[config.mk]
export PLATFORM = sky130hd
export DESIGN_NAME = vga_timing_ctrl_flat
export DESIGN_NICKNAME = d
export VERILOG_FILES = /design/src/rtl/vga_timing_ctrl_pkg.sv /design/src/rtl/vga_timing_ctrl_if.sv /design/src/rtl/vga_timing_ctrl_raster_axis_counter.sv /design/src/rtl/vga_timing_ctrl.sv /design/src/flat_wrapper.sv
export SDC_FILE = /design/constraint.sdc
export NUM_CORES = 1
export LEC_CHECK = 0
export CAP_MARGIN = 10
export CELL_PAD_IN_SITES_DETAIL_PLACEMENT = 0
export CELL_PAD_IN_SITES_GLOBAL_PLACEMENT = 1
export CORE_ASPECT_RATIO = 1.1
export CORE_UTILIZATION = 45
export CTS_BUF_LIST = sky130_fd_sc_hd__clkbuf_4 sky130_fd_sc_hd__clkbuf_8
export DETAILED_ROUTE_END_ITERATION = 10
export GPL_TIMING_DRIVEN = 0
export PLACE_DENSITY = 0.85
export SKIP_LAST_GASP = 1
export SYNTH_ARGS = -nofsm -noshare
export SYNTH_HDL_FRONTEND = slang
export SYNTH_SLANG_ARGS = --single-unit
[constraint.sdc]
create_clock -name CLK -period 3.1 [get_ports CLK]
set_input_delay 0.62 -clock CLK [delete_from_list [all_inputs] [get_ports CLK]]
set_output_delay 0.62 -clock CLK [all_outputs]
set_load 0.01 [all_outputs]
[src/rtl/vga_timing_ctrl_pkg.sv]
// Shared constants and helpers for the VGA raster timing slice.
// Holds the 640x480@60 default timing, the coordinate width and small helpers
// used to derive axis totals and sync levels.
package vga_timing_ctrl_pkg;

  localparam int unsigned COORD_W = 11;

  typedef logic [COORD_W-1:0] coord_t;

  // 640x480@60 defaults
  localparam int unsigned VGA_H_ACTIVE = 640;
  localparam int unsigned VGA_H_FP     = 16;
  localparam int unsigned VGA_H_SYNC   = 96;
  localparam int unsigned VGA_H_BP     = 48;
  localparam int unsigned VGA_V_ACTIVE = 480;
  localparam int unsigned VGA_V_FP     = 10;
  localparam int unsigned VGA_V_SYNC   = 2;
  localparam int unsigned VGA_V_BP     = 33;

  localparam bit SYNC_ACTIVE_LOW  = 1'b0;
  localparam bit SYNC_ACTIVE_HIGH = 1'b1;

  function automatic int unsigned axis_total(int unsigned active, int unsigned fp,
                                             int unsigned sync, int unsigned bp);
    return active + fp + sync + bp;
  endfunction

  // Drive level of a sync line given whether its window is active.
  function automatic logic sync_level(logic active, logic pol);
    return active ? pol : ~pol;
  endfunction

endpackage

[src/rtl/vga_timing_ctrl_if.sv]
// Raster timing bundle between the timing controller and the image store / DAC.
//   ENABLE               : run/freeze request from the consumer side
//   HSYNC, VSYNC         : sync pulses (polarity set by the controller)
//   VIDEO_ON             : decoded position is visible
//   PIX_CE               : one-CLK pulse per visible pixel
//   FRAME_START          : one-CLK pulse at position (0,0)
//   PIX_X, PIX_Y         : decoded raster position
// master = timing controller, slave = consumer.
interface vga_timing_ctrl_if;
  import vga_timing_ctrl_pkg::*;

  logic   ENABLE;
  logic   HSYNC;
  logic   VSYNC;
  logic   VIDEO_ON;
  logic   PIX_CE;
  logic   FRAME_START;
  coord_t PIX_X;
  coord_t PIX_Y;

  modport master (
    input  ENABLE,
    output HSYNC, VSYNC, VIDEO_ON, PIX_CE, FRAME_START, PIX_X, PIX_Y
  );

  modport slave (
    output ENABLE,
    input  HSYNC, VSYNC, VIDEO_ON, PIX_CE, FRAME_START, PIX_X, PIX_Y
  );

endinterface

[src/rtl/vga_timing_ctrl_raster_axis_counter.sv]
// One raster axis (horizontal or vertical): a wrap counter 0..TOTAL-1 that
// advances when inc is high, with combinational decode of its current value.
//   CLK, RESET  : clock, synchronous active-high reset
//   inc         : advance by one (wraps TOTAL-1 -> 0)
//   count       : current position
//   tc          : count is at TOTAL-1 (wrap happens on next inc)
//   sync_win    : count inside the sync window
//   active_win  : count inside the visible window
module raster_axis_counter
  import vga_timing_ctrl_pkg::*;
#(
  parameter int unsigned ACTIVE = VGA_H_ACTIVE,
  parameter int unsigned FP     = VGA_H_FP,
  parameter int unsigned SYNC   = VGA_H_SYNC,
  parameter int unsigned BP     = VGA_H_BP
) (
  input  logic   CLK,
  input  logic   RESET,
  input  logic   inc,
  output coord_t count,
  output logic   tc,
  output logic   sync_win,
  output logic   active_win
);

  localparam coord_t LAST       = coord_t'(axis_total(ACTIVE, FP, SYNC, BP) - 1);
  localparam coord_t ACTIVE_END = coord_t'(ACTIVE);
  localparam coord_t SYNC_BEG   = coord_t'(ACTIVE + FP);
  localparam coord_t SYNC_END   = coord_t'(ACTIVE + FP + SYNC);

  always_ff @(posedge CLK) begin
    if (RESET) begin
      count <= '0;
    end else if (inc) begin
      count <= tc ? '0 : count + 1'b1;
    end
  end

  always_comb begin
    tc         = (count == LAST);
    sync_win   = (count >= SYNC_BEG) && (count < SYNC_END);
    active_win = (count < ACTIVE_END);
  end

endmodule

[src/rtl/vga_timing_ctrl.sv]
// VGA raster timing controller.
// Divides CLK down to a pixel tick, walks the H/V raster counters and registers
// the decoded position onto the timing bundle one pixel after the counters.
//   CLK    : system clock
//   RESET  : synchronous active-high reset (overrides ENABLE)
//   vga    : master side of vga_timing_ctrl_if (ENABLE in; syncs, VIDEO_ON,
//            PIX_CE, FRAME_START, PIX_X, PIX_Y out)
module vga_timing_ctrl
  import vga_timing_ctrl_pkg::*;
#(
  parameter int unsigned CLK_DIV  = 1,
  parameter int unsigned H_ACTIVE = VGA_H_ACTIVE,
  parameter int unsigned H_FP     = VGA_H_FP,
  parameter int unsigned H_SYNC   = VGA_H_SYNC,
  parameter int unsigned H_BP     = VGA_H_BP,
  parameter int unsigned V_ACTIVE = VGA_V_ACTIVE,
  parameter int unsigned V_FP     = VGA_V_FP,
  parameter int unsigned V_SYNC   = VGA_V_SYNC,
  parameter int unsigned V_BP     = VGA_V_BP,
  parameter bit          SYNC_POL = SYNC_ACTIVE_LOW
) (
  input  logic CLK,
  input  logic RESET,
  vga_timing_ctrl_if.master vga
);

  localparam int unsigned DIV_W = (CLK_DIV > 1) ? $clog2(CLK_DIV) : 1;
  localparam logic [DIV_W-1:0] DIV_LAST = DIV_W'(CLK_DIV - 1);

  logic [DIV_W-1:0] div;
  logic             tick;
  coord_t           h_count, v_count;
  logic             h_tc, h_sync, h_act;
  logic             v_sync, v_act;
  logic             v_tc_unused;
  logic             visible;

  assign tick    = vga.ENABLE && (div == DIV_LAST);
  assign visible = h_act && v_act;

  always_ff @(posedge CLK) begin
    if (RESET) begin
      div <= '0;
    end else if (vga.ENABLE) begin
      div <= tick ? '0 : div + 1'b1;
    end
  end

  raster_axis_counter #(
    .ACTIVE (H_ACTIVE),
    .FP     (H_FP),
    .SYNC   (H_SYNC),
    .BP     (H_BP)
  ) u_h (
    .CLK        (CLK),
    .RESET      (RESET),
    .inc        (tick),
    .count      (h_count),
    .tc         (h_tc),
    .sync_win   (h_sync),
    .active_win (h_act)
  );

  // V wraps in the same tick as the H wrap because its tc is not consulted here:
  // it simply advances on every H wrap and its own wrap is internal.
  raster_axis_counter #(
    .ACTIVE (V_ACTIVE),
    .FP     (V_FP),
    .SYNC   (V_SYNC),
    .BP     (V_BP)
  ) u_v (
    .CLK        (CLK),
    .RESET      (RESET),
    .inc        (tick && h_tc),
    .count      (v_count),
    .tc         (v_tc_unused),
    .sync_win   (v_sync),
    .active_win (v_act)
  );

  // Output stage: captures the position being left on each tick, so every
  // output describes the same pixel. Strobes are single-CLK.
  always_ff @(posedge CLK) begin
    if (RESET) begin
      vga.PIX_X       <= '0;
      vga.PIX_Y       <= '0;
      vga.VIDEO_ON    <= 1'b0;
      vga.PIX_CE      <= 1'b0;
      vga.FRAME_START <= 1'b0;
      vga.HSYNC       <= ~SYNC_POL;
      vga.VSYNC       <= ~SYNC_POL;
    end else if (tick) begin
      vga.PIX_X       <= h_count;
      vga.PIX_Y       <= v_count;
      vga.VIDEO_ON    <= visible;
      vga.PIX_CE      <= visible;
      vga.FRAME_START <= (h_count == '0) && (v_count == '0);
      vga.HSYNC       <= sync_level(h_sync, SYNC_POL);
      vga.VSYNC       <= sync_level(v_sync, SYNC_POL);
    end else begin
      vga.PIX_CE      <= 1'b0;
      vga.FRAME_START <= 1'b0;
    end
  end

endmodule

[src/flat_wrapper.sv]
// flat-port wrapper written by rule: the top's interface ports become plain ports
module vga_timing_ctrl_flat import vga_timing_ctrl_pkg::*;
#(
  parameter int unsigned CLK_DIV  = 1,
  parameter int unsigned H_ACTIVE = VGA_H_ACTIVE,
  parameter int unsigned H_FP     = VGA_H_FP,
  parameter int unsigned H_SYNC   = VGA_H_SYNC,
  parameter int unsigned H_BP     = VGA_H_BP,
  parameter int unsigned V_ACTIVE = VGA_V_ACTIVE,
  parameter int unsigned V_FP     = VGA_V_FP,
  parameter int unsigned V_SYNC   = VGA_V_SYNC,
  parameter int unsigned V_BP     = VGA_V_BP,
  parameter bit          SYNC_POL = SYNC_ACTIVE_LOW
)
  (CLK, RESET, vga_ENABLE, vga_HSYNC, vga_VSYNC, vga_VIDEO_ON, vga_PIX_CE, vga_FRAME_START, vga_PIX_X, vga_PIX_Y);
  vga_timing_ctrl_if vga_i ();
  input  logic CLK;
  input  logic RESET;
  input wire logic [$bits(vga_i.ENABLE)-1:0] vga_ENABLE;
  output wire logic [$bits(vga_i.HSYNC)-1:0] vga_HSYNC;
  output wire logic [$bits(vga_i.VSYNC)-1:0] vga_VSYNC;
  output wire logic [$bits(vga_i.VIDEO_ON)-1:0] vga_VIDEO_ON;
  output wire logic [$bits(vga_i.PIX_CE)-1:0] vga_PIX_CE;
  output wire logic [$bits(vga_i.FRAME_START)-1:0] vga_FRAME_START;
  output wire logic [$bits(vga_i.PIX_X)-1:0] vga_PIX_X;
  output wire logic [$bits(vga_i.PIX_Y)-1:0] vga_PIX_Y;
  assign vga_i.ENABLE = vga_ENABLE;
  assign vga_HSYNC = vga_i.HSYNC;
  assign vga_VSYNC = vga_i.VSYNC;
  assign vga_VIDEO_ON = vga_i.VIDEO_ON;
  assign vga_PIX_CE = vga_i.PIX_CE;
  assign vga_FRAME_START = vga_i.FRAME_START;
  assign vga_PIX_X = vga_i.PIX_X;
  assign vga_PIX_Y = vga_i.PIX_Y;
  vga_timing_ctrl #(.CLK_DIV(CLK_DIV), .H_ACTIVE(H_ACTIVE), .H_FP(H_FP), .H_SYNC(H_SYNC), .H_BP(H_BP), .V_ACTIVE(V_ACTIVE), .V_FP(V_FP), .V_SYNC(V_SYNC), .V_BP(V_BP), .SYNC_POL(SYNC_POL)) u_core (.CLK(CLK), .RESET(RESET), .vga(vga_i));
endmodule
# After elaboration in Yosys (flattened, before gate mapping)
# Cells that the tools add are included.
# word_totals
wordCells	37
ff_bits	50
# op_classes
mux	5
n_bitwise	2
n_lt_le_gt_ge	6
eq_ne	2
addsub	3
reduce_logical	9
# ops
cell	n
adder 11 x 1 -> 11 bit, second input constant	2
== test 11 x 10 -> 1 bit, second input constant	2
zero test 11 bit	2
less-than comparator 11 x 10 -> 1 bit, second input constant	2
less-than comparator 11 x 9 -> 1 bit, second input constant	2
2-to-1 mux 11 bit	2
greater-or-equal comparator 11 x 10 -> 1 bit, second input constant	1
greater-or-equal comparator 11 x 9 -> 1 bit, second input constant	1
logical AND 1 bit	6
2-to-1 mux 1 bit	3
inverter 1 bit	2
OR reduction 2 bit	1
adder 1 bit, second input constant	1

# Logic depth before layout (Yosys ltp)
# logic_depth
depth_word	4
mapped_depth	7
mapped_depth_nobuf	6

# Modules after synthesis
# From an unflattened synthesis, not the netlist that was laid out.
# hier_totals
hier_cells	254
hier_area_um2	2239.6
# modules_own_cells
mod	area_per_inst_um2	instances	cells_each
vga_timing_ctrl	1072.3	1	123
raster_axis_counter at u_core.u_h	606.8	1	70
raster_axis_counter at u_core.u_v	560.5	1	61

# Worst setup path before layout
# OpenSTA, ideal clock, no wires.
# synth_timing
path_kind	register to register
startpoint	register u_core.u_h.count[1]
endpoint	register u_core.u_v.count[8]
arrival_time_ns	1.579
synth_period_minus_slack_ns	1.650
setup_slack_ns	1.450
stages_incl_launch_ff	6
n_path_buf	0
required_ns	3.029
path_cell_list	dfxtp_1 ha_1 and3_2 nand4_4 or4_1 a21oi_1
# synth_between
elab_chain_len	2
# synth_lines
element	line_no	source
from (decl)	vga_timing_ctrl_raster_axis_counter.sv:20	output coord_t count,
from (signal assigned)	vga_timing_ctrl_raster_axis_counter.sv:35	count <= tc ? '0 : count + 1'b1;
== test 11 x 10 -> 1 bit	vga_timing_ctrl_raster_axis_counter.sv:40	tc = (count == LAST);
logical AND 1 bit	vga_timing_ctrl.sv:74	.inc (tick && h_tc),
to (signal assigned)	vga_timing_ctrl_raster_axis_counter.sv:35	
to (decl)	vga_timing_ctrl_raster_axis_counter.sv:20	
# No other way between the ends.
# A chain may end at the register's enable or synchronous reset.

# Final worst setup path
# layout_timing
startpoint	input port vga_ENABLE
endpoint	register u_core.vga.PIX_X[10]
# layout_between
elab_chain_len	1
# layout_lines
element	line_no	source
from (decl)	flat_wrapper.sv:19	input wire logic [$bits(vga_i.ENABLE)-1:0] vga_ENABLE;
logical AND 1 bit	vga_timing_ctrl.sv:38	assign tick = vga.ENABLE && (div == DIV_LAST);
to (signal assigned)	vga_timing_ctrl.sv:93	vga.PIX_X <= h_count;
to (decl)	vga_timing_ctrl_if.sv:23	output HSYNC, VSYNC, VIDEO_ON, PIX_CE, FRAME_START, PIX_X, PIX_Y
# No other way between the ends.

==> impl_metrics.env <==
export IMPL_pre_cts_slack_ns=0.527
export IMPL_cts_resized=0
export IMPL_synthMuxAreaShare_pct=0
export IMPL_yosys_area_share_simple_pct=30.3
export IMPL_slew_headroom_pct=61.5
export IMPL_synth_top_area_share_pct=45.5
export IMPL_synth_top_family_by_area="simple AND/OR/NAND/NOR gates"
export IMPL_path_class="input port to register"
export IMPL_ys_seq_area_share_pct=45.5
export IMPL_synth_area_leaders="dfxtp_1 45%, nand2_1 9.2%, a21oi_1 7.5%"
export IMPL_placement_rows=26
export IMPL_period_share_pct=71.7
export IMPL_hold_start="u_core.vga.PIX_Y[5]"
export IMPL_synthXorXnorAreaFrac_pct=3.58
export IMPL_drtIter0Drc=100
export IMPL_cts_tree="done"
export IMPL_synth_async_sr_flop_share_pct=0
export IMPL_n_antenna_cell=0
export IMPL_status="finished, final reports clean"
export IMPL_synth_compound_area_share_pct=12.7
export IMPL_arrival_ns=2.46
export IMPL_ant_nets=0
export IMPL_area_growth_pct=21.3
export IMPL_clkSlewWorstSetupHoldPaths_ns=0.09
export IMPL_placed_area_um2=2560
export IMPL_synth_fa_ha_area_share_pct=2.84
export IMPL_synth_top_area_cell="dfxtp_1"
export IMPL_fp_dieArea_um2=5180
export IMPL_wl_um=5250
export IMPL_timing_hold_ws_ns=0.455
export IMPL_cp_end_kind="register"
export IMPL_htreeDepth=2
export IMPL_setup_slack_ns=0.876
export IMPL_dp_final_hpwl_um=3770
export IMPL_postSynthAreaPerCell_um2=8.25
export IMPL_start_kind="input port"
export IMPL_vias_per_cell=5.55
export IMPL_r2r_slack_ns=1.20
export IMPL_numClockSinks=50
export IMPL_gp_congestion=0.776
export IMPL_nFillCells=485
export IMPL_clkLatencyLatePin_ns=0.31
export IMPL_yosysWarnings=0
export IMPL_p_leak_nw=0.875
export IMPL_skew_ns=0.0120
export IMPL_cts_hold_buf=0
export IMPL_drc=0
export IMPL_grt_setup_unrepaired="no"
export IMPL_netlist_top_cells_count="54 x nand2_1, 50 x dfxtp_1, 33 x a21oi_1, 12 x clkbuf_1, 12 x nand3_1"
export IMPL_max_cap_violations=0
export IMPL_power_total_mw=1.17
export IMPL_cp_required_ns=3.33
export IMPL_fin_crit_ns=2.22
export IMPL_grt_pass1_wl_um=8490
export IMPL_synth_ff_type="dfxtp_1"
export IMPL_final_util_pct=57.0
export IMPL_die_h_um=75.4
export IMPL_grt_max_degree=16
export IMPL_grt_pass1_vias=1777
export IMPL_syn_nets=275
export IMPL_portBuffers=29
export IMPL_avgRoutedWirePerCell_um=14.6
export IMPL_hold_viol=0
export IMPL_coreArea_um2=4680
export IMPL_hold_path_endpoint="u_core.vga.PIX_Y[5]"
export IMPL_min_path_type="register to register"
export IMPL_cp_max_fo=10
export IMPL_ios=30
export IMPL_cts_setup_buffers=0
export IMPL_fin_nets=311
export IMPL_tns_ns=0
export IMPL_dr_pass1_iters=4
export IMPL_max_freq_mhz=450
export IMPL_reg2reg_depth=6
export IMPL_fin_cells=360
export IMPL_p_per_area_nw_per_um2=438
export IMPL_track_usage_pct=22.4
export IMPL_grt_overflow_total=0
export IMPL_tightest_slew_ns=0.573
export IMPL_r2r_start="u_core.u_h.count[1]"
export IMPL_synth_area_um2=2200
export IMPL_syn_inst=267
export IMPL_design_area_um2=2670
export IMPL_final_layout_size_suffix_gt1_share_pct=6.58
export IMPL_cts_root_buf="clkbuf_8"
export IMPL_num_vias=1998
export IMPL_numCtsBuffers=5
export IMPL_die_x_um=68.7
export IMPL_clockBufferDepth=2
export IMPL_synth_seq_cells=50
export IMPL_synth_cell_types=42
export IMPL_worst_r2r_endpoint="u_core.u_v.count[10]"
export IMPL_slew_viol_final=0
export IMPL_synth_edff_count=0
export IMPL_antenna_found_initial=0
export IMPL_synth_most_common_cell="nand2_1"
export IMPL_ir_drop_mv=0.232
export IMPL_initial_core_util_pct=47.0
export IMPL_setup_viol=0
export IMPL_min_path_cells=2
export IMPL_post_place_cells=352
==> cell families (layout without fill, tap and decap cells) <==
kind of cell | count (synthesis) | in the layout
AND/OR/NAND/NOR | 126 | 126
AO/OA/AOI/OAI | 50 | 50
adder cells (fa/ha/maj) | 5 | 5
flip-flops | 50 | 50
XOR/XNOR | 9 | 9
buffers and inverters | 27 | 64
==> power by group <==
group          switching, mW  internal (mW)
Clock                  0.225          0.238
Sequential           0.00428          0.648
Combinational         0.0359         0.0190
==> how the worst max path moves through the flow <==
stage	from	endpoint	slack (ns)	cells past startpoint
after floorplan	u_core.u_h.count[1]	u_core.u_v.count[8]	1.45	5
after global placement	vga_ENABLE	u_core.vga.PIX_Y[5]	0.51	6
after detailed placement	vga_ENABLE	u_core.vga.PIX_Y[5]	0.53	6
after CTS	vga_ENABLE	u_core.vga.PIX_Y[5]	0.84	6
after global routing	vga_ENABLE	u_core.vga.PIX_X[6]	0.74	6
final	vga_ENABLE	u_core.vga.PIX_X[10]	0.88	6
==> layer usage <==
| layer | share of wire [%] | global-route usage [%] | wire length, µm | vias to the layer above |
|---|---|---|---|---|
| li1 | - | - | - | 1009 |
| met5 | 0 | 0 | 0 | - |
| met4 | 1.1 | 7.48 | 57 | 0 |
| met2 | 50 | 38.8 | 2620 | 36 |
| met1 | 45 | 27.4 | 2390 | 947 |
| met3 | 3.4 | 4.79 | 179 | 6 |
==> worst max-delay path, stage by stage <==
cell and delay, ns:
clkdlybuf4s50_1 0.53, and2b_1 0.24, clkbuf_1 0.37, clkbuf_1 0.43
nand2_1 0.11, a21oi_1 0.15
==> final cells by class <==
cell class | count | area (µm²) | area share (%)
clock buffer | 5 | 68.8 | 2.58
inverter | 6 | 22.5 | 0.843
sequential | 50 | 1000 | 37.5
buffer | 21 | 88.8 | 3.33
timing repair buffer | 29 | 290 | 10.9
tap | 56 | 70.1 | 2.62
clock inverter | 3 | 40.0 | 1.50
multi-input combinational | 190 | 1090 | 40.8
==> placed cells by master (no fill, tap or decap), types with 6 or more instances in the layout <==
cell             count
dfxtp_1             50
clkdlybuf4s50_1     29
nand4_1              9
clkbuf_1            12
nand3_1             12
inv_1                6
nand2_1             54
nor2_1              11
a21oi_1             33
nor3_1              11
==> sequential cells by signal, summed over array words and instances, names as in the netlist <==
name                    flops
u_core.u_h.count           11
u_core.u_v.count           11
u_core.vga.PIX_X           11
u_core.vga.PIX_Y           11
u_core.div                  1
u_core.vga.FRAME_START      1
u_core.vga.HSYNC            1
u_core.vga.PIX_CE           1
u_core.vga.VIDEO_ON         1
u_core.vga.VSYNC            1
Power figures use the tool's default switching activity.
